$ cat src/rtl/pipe_hazard_ctrl_pkg.sv
// Shared types for the pipeline hazard controller: stage write codes and FSM states.
package pipes;

  typedef logic [1:0] pwrite_t;

  localparam pwrite_t PW_LOAD  = 2'b00;
  localparam pwrite_t PW_FLUSH = 2'b01;
  localparam pwrite_t PW_HOLD  = 2'b10;

  typedef enum logic {HZ_RUN, HZ_PEND} hz_state_t;

endpackage

$ cat src/rtl/pipe_hazard_ctrl_perf.sv
// Stall and flush performance counters for the hazard controller (built only with PIPE_PERF_EN).
module hazard_perf_cnt #(
  parameter int CNT_W = 32
) (
  input  logic             clk,
  input  logic             reset,
  input  logic             i_stall,
  input  logic             i_flush,
  output logic [CNT_W-1:0] o_stallCnt,
  output logic [CNT_W-1:0] o_flushCnt
);

  logic [CNT_W-1:0] r_stallCnt;
  logic [CNT_W-1:0] r_flushCnt;

  // Both counters wrap naturally at 2^CNT_W.
  always_ff @(posedge clk) begin
    if (!reset) begin
      r_stallCnt <= '0;
      r_flushCnt <= '0;
    end else begin
      if (i_stall) r_stallCnt <= r_stallCnt + 1'b1;
      if (i_flush) r_flushCnt <= r_flushCnt + 1'b1;
    end
  end

  assign o_stallCnt = r_stallCnt;
  assign o_flushCnt = r_flushCnt;

endmodule

$ cat src/rtl/pipe_hazard_ctrl.sv
// Pipeline hazard controller: emits per-stage write codes and PC redirect select.
// Optional performance counters are enabled with the PIPE_PERF_EN macro.
module pipe_hazard_ctrl
  import pipes::*;
#(
  parameter int ADDR_W = 64,
  parameter int CNT_W  = 32
) (
  input  logic              clk,
  input  logic              reset,
  input  logic              i_busy,
  input  logic              d_busy,
  input  logic              e_busy,
  input  logic              load_use,
  input  logic              redirect,
  input  logic [ADDR_W-1:0] redirect_pc,
  output pwrite_t           FWrite,
  output pwrite_t           DWrite,
  output pwrite_t           EWrite,
  output pwrite_t           MWrite,
  output pwrite_t           WWrite,
  output logic              pc_sel,
  output logic [ADDR_W-1:0] pc_target,
  output logic [CNT_W-1:0]  stall_cnt,
  output logic [CNT_W-1:0]  flush_cnt
);

  hz_state_t         r_state;
  hz_state_t         w_nextState;
  logic [ADDR_W-1:0] r_savedPc;
  logic              w_frozen;
  logic              w_redirRun;
  logic              w_pendDone;

  assign w_frozen   = d_busy | e_busy;
  assign w_redirRun = redirect & (r_state == HZ_RUN);
  assign w_pendDone = (r_state == HZ_PEND) & ~i_busy & ~load_use & ~w_frozen;

  always_ff @(posedge clk) begin
    if (!reset) r_state <= HZ_RUN;
    else        r_state <= w_nextState;
  end

  always_comb begin
    w_nextState = r_state;
    if (!w_frozen) begin
      if (w_redirRun && i_busy) w_nextState = HZ_PEND;
      else if (w_pendDone)      w_nextState = HZ_RUN;
    end
  end

  // A redirect seen while in PEND simply replaces the target: last one wins.
  always_ff @(posedge clk) begin
    if (!reset) begin
      r_savedPc <= '0;
    end else if (!w_frozen && redirect && (r_state == HZ_PEND || i_busy)) begin
      r_savedPc <= redirect_pc;
    end
  end

  always_comb begin
    FWrite    = PW_LOAD;
    DWrite    = PW_LOAD;
    EWrite    = PW_LOAD;
    MWrite    = PW_LOAD;
    WWrite    = PW_LOAD;
    pc_sel    = 1'b0;
    pc_target = '0;
    if (!reset) begin
      FWrite = PW_FLUSH;
      DWrite = PW_FLUSH;
      EWrite = PW_FLUSH;
      MWrite = PW_FLUSH;
      WWrite = PW_FLUSH;
    end else if (d_busy) begin
      FWrite = PW_HOLD;
      DWrite = PW_HOLD;
      EWrite = PW_HOLD;
      MWrite = PW_HOLD;
      WWrite = PW_FLUSH;
    end else if (e_busy) begin
      FWrite = PW_HOLD;
      DWrite = PW_HOLD;
      EWrite = PW_HOLD;
      MWrite = PW_FLUSH;
    end else if (w_redirRun && !i_busy) begin
      pc_sel    = 1'b1;
      pc_target = redirect_pc;
      DWrite    = PW_FLUSH;
      EWrite    = PW_FLUSH;
    end else if (w_redirRun) begin
      FWrite = PW_HOLD;
      DWrite = PW_FLUSH;
      EWrite = PW_FLUSH;
    end else if (load_use) begin
      FWrite = PW_HOLD;
      DWrite = PW_HOLD;
      EWrite = PW_FLUSH;
    end else if (r_state == HZ_PEND && !i_busy) begin
      // The fetch that just returned is on the wrong path; squash it and steer to the saved target.
      pc_sel    = 1'b1;
      pc_target = r_savedPc;
      DWrite    = PW_FLUSH;
    end else if (i_busy) begin
      FWrite = PW_HOLD;
      DWrite = PW_FLUSH;
    end
  end

`ifdef PIPE_PERF_EN
  logic w_flushEvt;
  logic w_stallEvt;

  assign w_flushEvt = reset & ~w_frozen & (w_redirRun | w_pendDone);
  assign w_stallEvt = (FWrite == PW_HOLD);

  hazard_perf_cnt #(.CNT_W(CNT_W)) u_perf (
    .clk        (clk),
    .reset      (reset),
    .i_stall    (w_stallEvt),
    .i_flush    (w_flushEvt),
    .o_stallCnt (stall_cnt),
    .o_flushCnt (flush_cnt)
  );
`else
  assign stall_cnt = '0;
  assign flush_cnt = '0;
`endif

endmodule

$ cat config.mk
export PLATFORM = sky130hd
export DESIGN_NAME = pipe_hazard_ctrl
export DESIGN_NICKNAME = d
export VERILOG_FILES = /design/src/rtl/pipe_hazard_ctrl_pkg.sv /design/src/rtl/pipe_hazard_ctrl_perf.sv /design/src/rtl/pipe_hazard_ctrl.sv
export SDC_FILE = /design/constraint.sdc
export NUM_CORES = 1
export LEC_CHECK = 0
export ABC_AREA = 1
export CORE_MARGIN = 10
export CORE_UTILIZATION = 65
export DETAILED_ROUTE_END_ITERATION = 7
export DONT_BUFFER_PORTS = 1
export PLACE_DENSITY = 0.87
export SLEW_MARGIN = 20
export SYNTH_ARGS = -nofsm -noshare
export SYNTH_HDL_FRONTEND = slang
export SYNTH_SLANG_ARGS = --single-unit
$ cat constraint.sdc
create_clock -name clk -period 3.3 [get_ports clk]
set_clock_uncertainty 0.1 [all_clocks]
set_input_delay 0.33 -clock clk [delete_from_list [all_inputs] [get_ports clk]]
set_output_delay 0.33 -clock clk [all_outputs]
set_load 0.01 [all_outputs]
# Yosys cells after proc, flatten, opt, wreduce, memory -nomap -nowiden
# Cells that the tools add are included.
# W data, S select, Z words.
# word_totals
register_bits	65
inputBits	71
wordCells	64
# op_classes
n_mux	43
n_bitwise	9
n_reduce_logical	10
# ops
cell	n
$mux W64	7
$mux W2	19
$mux W1	17
$logic_and A1 B1 Y1	5
$and A1 B1 Y1	4
$not A1 Y1	4
$logic_not A1 Y1	2
$reduce_and A2 Y1	1
$reduce_bool A2 Y1	1
$logic_or A1 B1 Y1	1
$or A1 B1 Y1	1

# Depth between registers and ports, before layout
# Gate-level depths: netlist of the first run.
# logic_depth
word_depth	9
depth_mapped	7
ltp_nobuf	6

# Worst setup path after synthesis of the first run
# OpenSTA, ideal clock, no wires.
# synth_timing
kind	input to output
start	input e_busy
end	output EWrite[0]
arrival_time_ns	1.207
required_time_ns	2.870
slack_ns	1.663
cell_stages	5
path_buffers	2
cell_sequence	nor2_2 > buf_2 > buf_4 > nor2_1 > a21oi_1
# synth_between
elab_chain_len	3
# synth_lines
element	line_no	source
start: declaration	pipe_hazard_ctrl.sv:13	input logic e_busy,
$mux W2	pipe_hazard_ctrl.sv:81	end else if (e_busy) begin
$mux W2	pipe_hazard_ctrl.sv:75	end else if (d_busy) begin
$mux W2	pipe_hazard_ctrl.sv:69	if (!reset) begin
end: declaration	pipe_hazard_ctrl.sv:19	output pwrite_t EWrite,
# No other way between the ends.

# Worst setup path after layout of the first run
# layout_timing
start	register r_state
end	output pc_target[25]
# layout_between
elab_chain_len	8
elab_cells_between_ends	11
# layout_lines
element	line_no	source
start: declaration	pipe_hazard_ctrl.sv:28	hz_state_t r_state;
start signal: assignment	pipe_hazard_ctrl.sv:41	else r_state <= w_nextState;
$logic_and A1 B1 Y1	pipe_hazard_ctrl.sv:99	end else if (r_state == HZ_PEND && !i_busy) begin
$mux W64	pipe_hazard_ctrl.sv:99	
$mux W64	pipe_hazard_ctrl.sv:95	end else if (load_use) begin
$mux W64	pipe_hazard_ctrl.sv:91	end else if (w_redirRun) begin
$mux W64 *	pipe_hazard_ctrl.sv:86	end else if (w_redirRun && !i_busy) begin
$mux W64 *	pipe_hazard_ctrl.sv:81	
$mux W64 *	pipe_hazard_ctrl.sv:75	
$mux W64 *	pipe_hazard_ctrl.sv:69	
end: declaration	pipe_hazard_ctrl.sv:23	output logic [ADDR_W-1:0] pc_target,
# Every way passes the cells marked *; elsewhere a longest branch is shown, timed or not.

==> metrics.txt, run 1 <==
Worst Max-Slew Pin Slew 0.762 ns; Clock Sinks 65; CP Capture Point pc_target[25]; die outline area 11300 µm²; r2r endpoint r_savedPc[24]; CTS H-Tree Depth 3; Longest Clk Path Bufs 2; IO Count 210; CP startpoint r_state; commonest non-fill, non-tap cells in the layout nand2_1 (263), inv_1 (199), nor2_1 (67), a21oi_1 (66); RSZ-0062 raised after global routing false; Yosys warning total 0; WL final 12.8 mm; # rows 31; postcts setup bufs 0; Mapped Avg Cell Area 5.65 µm²; Crit Path Category flip-flop to output port; top cells by area, synth dfxtp_1 (27%), nand2_1 (20%), inv_1 (15%); clock buffer count from CTS 9; Buffers on Ports 0; critical-path maximum fanout 27; R2R depth 7; Reg clk slew, reported paths 0.08 ns; post-synth top area cell dfxtp_1; root buf cell clkbuf_8; Yosys top cell area share 26.9%; pin count of the biggest net entering global routing 70; FMAX 386 MHz; slew margin rel. 49.1%; CP required 2.87 ns; 1st-pass router iterations 6; Max-Cap Viols 0; power per cell area 372 nW/µm²; diode count 0; Post-Synthesis Cells 858; layout cells sized above 1 3.39%; Min Clock Period, post-route 2.59 ns; residual DRC count 0; Final GP Congestion 0.815; synthesized area 4840 µm²; post-synthesis cell type count 18; GRT Total Usage 21.4%; total power 1.77 mW; Final Hold Vio Count 0; register bit count reported by yosys 65; Max Slew Vio Count 0; RR Startpoint r_state; vias in the first global route 4155; first-pass GRT wire length 20.4 mm; dpl hpwl 8.82 mm; Area growth, synth to finish -1.42%; drt wl/cell 13.9 µm; worst endpoint data arrival time 2.16 ns; GR Overflow Total 0; core box area 7250 µm²; fin worst setup slack 0.709 ns; CTS tree built; routed vias 4567; fin crit share 78.5%; Place WS 1.07 ns; status finished clean; register area share after synthesis 26.9%; maximum vdd drop 178 µV; setup violators final 0; Resized Gates After CTS 0; Iteration-0 DRC Markers 305; clock insertion delay at the later pin of the skew report 0.34 ns; flop-to-flop setup slack 1.49 ns; startpoint types flip-flop; Hold Buf Count CTS 1; worst hold path class input port to flip-flop; DRT antenna net count 0; post-route setup TNS 0 ns; Initial Util 66.8%; CP endpoint kind output port; most common cell after layout, fill and taps aside nand2_1; fin util 65.8%; die height 106 µm; initial antenna violation count 0; Die X 106 µm; via/cell ratio 4.94; Leak 2.41 nW; Final #Nets 892
==> through the flow <==
stage,cells,area (µm²),hold WS (ns)
2_1_floorplan,922,5080,0.356
3_3_place_gp,907,4560,0.363
3_5_place_dp,907,4560,0.366
4_1_cts,923,4770,0.00141
5_1_grt,924,4780,-0.000307
6_report,924,4780,0.0311
==> flip-flops by register name (all words and copies together) (netlist names) <==
| register | flops |
|---|---|
| r_savedPc | 64 |
| r_state | 1 |
==> logic make-up after synthesis <==
kind of cell	count (synthesis)	synth area share, %
buffers and inverters	320	30.9
other	1	0.0774
AND/OR/NAND/NOR	403	34.9
flip-flops	65	26.9
AO/OA/AOI/OAI	69	7.26
==> power by group <==
part	switching (mW)	internal [mW]	leakage (nW)
clock	0.299	0.384	0.102
combinational	0.190	0.0713	1.78
sequential	0.0161	0.815	0.529
total	0.504	1.27	2.41
==> how the worst min path moves through the flow <==
stage / end / depth (start not counted) / start
CTS: r_savedPc[28] / 2 / reset
global route: r_savedPc[56] / 2 / reset
finish: r_savedPc[43] / 2 / reset
floorplan: r_state / 2 / r_state
detailed placement: r_savedPc[36] / 2 / reset
global placement: r_savedPc[37] / 2 / reset
==> worst max-delay path, stage by stage (launching register included) <==
cell	delay (ns)
dfxtp_1	0.33
inv_1	0.08
nand2_1	0.13
nor2_4	0.51
buf_4	0.35
nand2_1	0.08
a21oi_1	0.32
==> layer usage <==
layer | GRT usage, % | vias up | share of wire [%]
li1 | - | 2323 | -
met1 | 24.6 | 1983 | 38
met2 | 35.5 | 237 | 48
met3 | 7.85 | 24 | 12
met4 | 8.22 | 0 | 2.2
met5 | 0 | - | 0
==> final cells by class <==
type / count / area [µm²]
multi-input combinational: 537 / 2310
clock inverter: 3 / 40.0
tap: 99 / 124
clock buffer: 12 / 155
timing repair buffer: 9 / 97.6
inverter: 199 / 747
sequential: 65 / 1300
fill: 691 / 2480
==> synth_stat cells <==
| library cell | number |
|---|---|
| inv_1 | 199 |
| a31oi_1 | 1 |
| nand3_1 | 2 |
| buf_2 | 27 |
| nor3_1 | 1 |
| buf_1 | 11 |
| nor2_1 | 68 |
| nor2_2 | 2 |
| clkbuf_1 | 13 |
| nand4_1 | 65 |
| o21ai_0 | 1 |
| nand2_1 | 264 |
| nand3_2 | 1 |
| dfxtp_1 | 65 |
| conb_1 | 1 |
| o21ba_2 | 1 |
| buf_4 | 70 |
| a21oi_1 | 66 |
(Power assumes the default switching activity.)
==> run 2: changes to the inputs <==
CORE_UTILIZATION = 59   (was 65)
PLACE_DENSITY = 0.84   (was 0.87)
clock period = 2.2 ns   (was 3.3 ns; I/O delays follow)
==> run 2 against run 1 <==
  * Critical path depth is 1 lower
  * Flip-flop and latch count stayed put
  * Via count is 1.2% lower
  * Global-route usage is 1.3 points lower
  * Setup slack worse by 0.48 ns
  * Critical path type unchanged
  * Highest routed layer unchanged
==> metrics.txt, run 2 (synthesis results as in run 1) <==
# rows 32 (was 31); die height 111 µm (was 106 µm); Leak 2.46 nW (was 2.41 nW); worst hold path class input port to flip-flop (unchanged); GRT Total Usage 20.1% (was 21.4%); maximum vdd drop 285 µV (was 178 µV); Longest Clk Path Bufs 2 (unchanged); Initial Util 61.7% (was 66.8%); Clock Sinks 65 (unchanged); Iteration-0 DRC Markers 351 (was 305); root buf cell clkbuf_8 (unchanged); r2r endpoint r_savedPc[22] (was r_savedPc[24]); FMAX 507 MHz; drt wl/cell 13.6 µm (was 13.9 µm); Buffers on Ports 0 (unchanged); DRT antenna net count 0 (unchanged); routed vias 4513 (was 4567); post-route setup TNS 0 ns (unchanged); RSZ-0062 raised after global routing false (unchanged); vias in the first global route 4237 (was 4155); first-pass GRT wire length 21.3 mm (was 20.4 mm); commonest non-fill, non-tap cells in the layout nand2_1 (263), inv_1 (199), nor2_1 (67), a21oi_1 (66) (unchanged); R2R depth 7 (unchanged); worst endpoint data arrival time 1.65 ns (was 2.16 ns); layout cells sized above 1 4.31% (was 3.39%); Max Slew Vio Count 0 (unchanged); initial antenna violation count 0 (unchanged); flop-to-flop setup slack 0.38 ns (was 1.49 ns); residual DRC count 0 (unchanged); CTS tree built (unchanged); pin count of the biggest net entering global routing 67 (was 70); via/cell ratio 4.81 (was 4.94); placed cell count 915 (was 907); CP required 1.88 ns (was 2.87 ns); WL final 12.7 mm (was 12.8 mm); Hold WS 0.0109 ns (was 0.0311 ns); Min Clock Period, post-route 1.97 ns; Min-Delay Endpoint r_savedPc[7] (was r_savedPc[43]); Die X 111 µm (was 106 µm); Final Hold Vio Count 0 (unchanged); max reg flops 64 (unchanged); clock insertion delay at the later pin of the skew report 0.33 ns (was 0.34 ns); most common cell after layout, fill and taps aside nand2_1 (unchanged); fin crit share 89.7%; Layout fillers 814 (was 691); power per cell area 553 nW/µm² (was 372 nW/µm²); Max-Cap Viols 0 (unchanged); Crit Path Category flip-flop to output port (unchanged); CTS H-Tree Depth 3 (unchanged); FF/Latch Area 1300 µm² (unchanged); critical-path maximum fanout 39 (was 27); GR Overflow Total 0 (unchanged); CP endpoint kind output port (unchanged); Area growth, synth to finish 0.697% (was -1.42%); setup violators final 0 (unchanged); multi-input logic area 2310 µm² (unchanged); worst hold start redirect (was reset); Layout Cells excl Fill 938 (was 924); RR Startpoint r_state (unchanged); status finished clean (unchanged); register with the most flip-flops r_savedPc (unchanged); 1st-pass router iterations 4 (was 6); hold path depth 3 (was 2); Final GP Congestion 0.770 (was 0.815); diode count 0 (unchanged); postcts setup bufs 0 (unchanged); dpl hpwl 8.62 mm (was 8.82 mm); die outline area 12200 µm² (was 11300 µm²); IO Count 210 (unchanged); Regs by FF count r_savedPc: 64 flops, r_state: 1 flops (unchanged); startpoint types flip-flop (unchanged); clock buffer count from CTS 9 (unchanged); Final #Nets 902 (was 892); Reg clk slew, reported paths 0.07 ns (was 0.08 ns); core box area 7850 µm² (was 7250 µm²)
run 2: cell types whose count changed in the layout (fill, tap and decap cells not counted), sizes merged:
cell / delta
buf: +7
clkinvlp: +2
dlygate4sd3: +3
clkbuf: -1
run 2: worst max-delay path: stages (launching register included):
cell and delay [ns]:
dfxtp_1 0.35, nand2_1 0.10, nor2_4 0.09, buf_4 0.37, nand2_1 0.13, a21oi_1 0.27
run 2: routing by layer:
| metal | vias to the layer above | global-route usage [%] | routed length, µm |
|---|---|---|---|
| met4 | 0 | 5.87 | 116 |
| met3 | 11 | 7.35 | 1410 |
| li1 | 2351 | - | - |
| met2 | 188 | 32.2 | 5970 |
| met5 | - | 0 | 0 |
| met1 | 1963 | 24.4 | 5230 |
run 2: repair_timing:
| action | CTS | global route |
|---|---|---|
| gates resized for setup | 0 | 2 |
| setup endpoints to repair | 0 | 8 |
| hold buffers | 7 | 0 |
| hold endpoints to repair | 65 | 0 |
run 2: metrics by stage:
stage | total power [mW] | area [µm²] | util, % | setup WS [ns]
2_1_floorplan | 1.71 | 5080 | - | 0.728
3_3_place_gp | 1.64 | 4580 | 58.3 | 0.581
3_5_place_dp | 1.65 | 4580 | 58.3 | 0.523
4_1_cts | 2.71 | 4870 | 62.1 | 0.156
5_1_grt | 2.83 | 4880 | 62.2 | 0.0413
6_report | 2.70 | 4880 | 62.2 | 0.226
run 2: area by class of cell:
type	count	share of cell area (%)
multi-input cells	537	47.4
inverters	199	15.3
well taps	102	2.62
repair buffers	19	4.00
flip-flops and latches	65	26.7
clock inverters	5	1.13
clock buffers	11	2.90
run 2: how the worst max path moves through the flow:
stage                                to     from  slack, ns  depth (start not counted)
after floorplan           pc_target[17]  r_state       0.73                          7
after global placement    pc_target[12]  r_state       0.58                          6
after detailed placement   pc_target[3]  r_state       0.52                          6
after CTS                 pc_target[60]  r_state       0.16                          6
after global routing       pc_target[3]  r_state       0.04                          6
final                      pc_target[0]  r_state       0.23                          5
run 2: report_power, final:
| group | leakage (nW) | total [mW] | internal (mW) | switching [mW] |
|---|---|---|---|---|
| registers | 0.529 | 1.24 | 1.22 | 0.0225 |
| clock network | 0.0953 | 1.02 | 0.551 | 0.466 |
| logic | 1.83 | 0.436 | 0.121 | 0.314 |
| total | 2.46 | 2.70 | 1.89 | 0.803 |
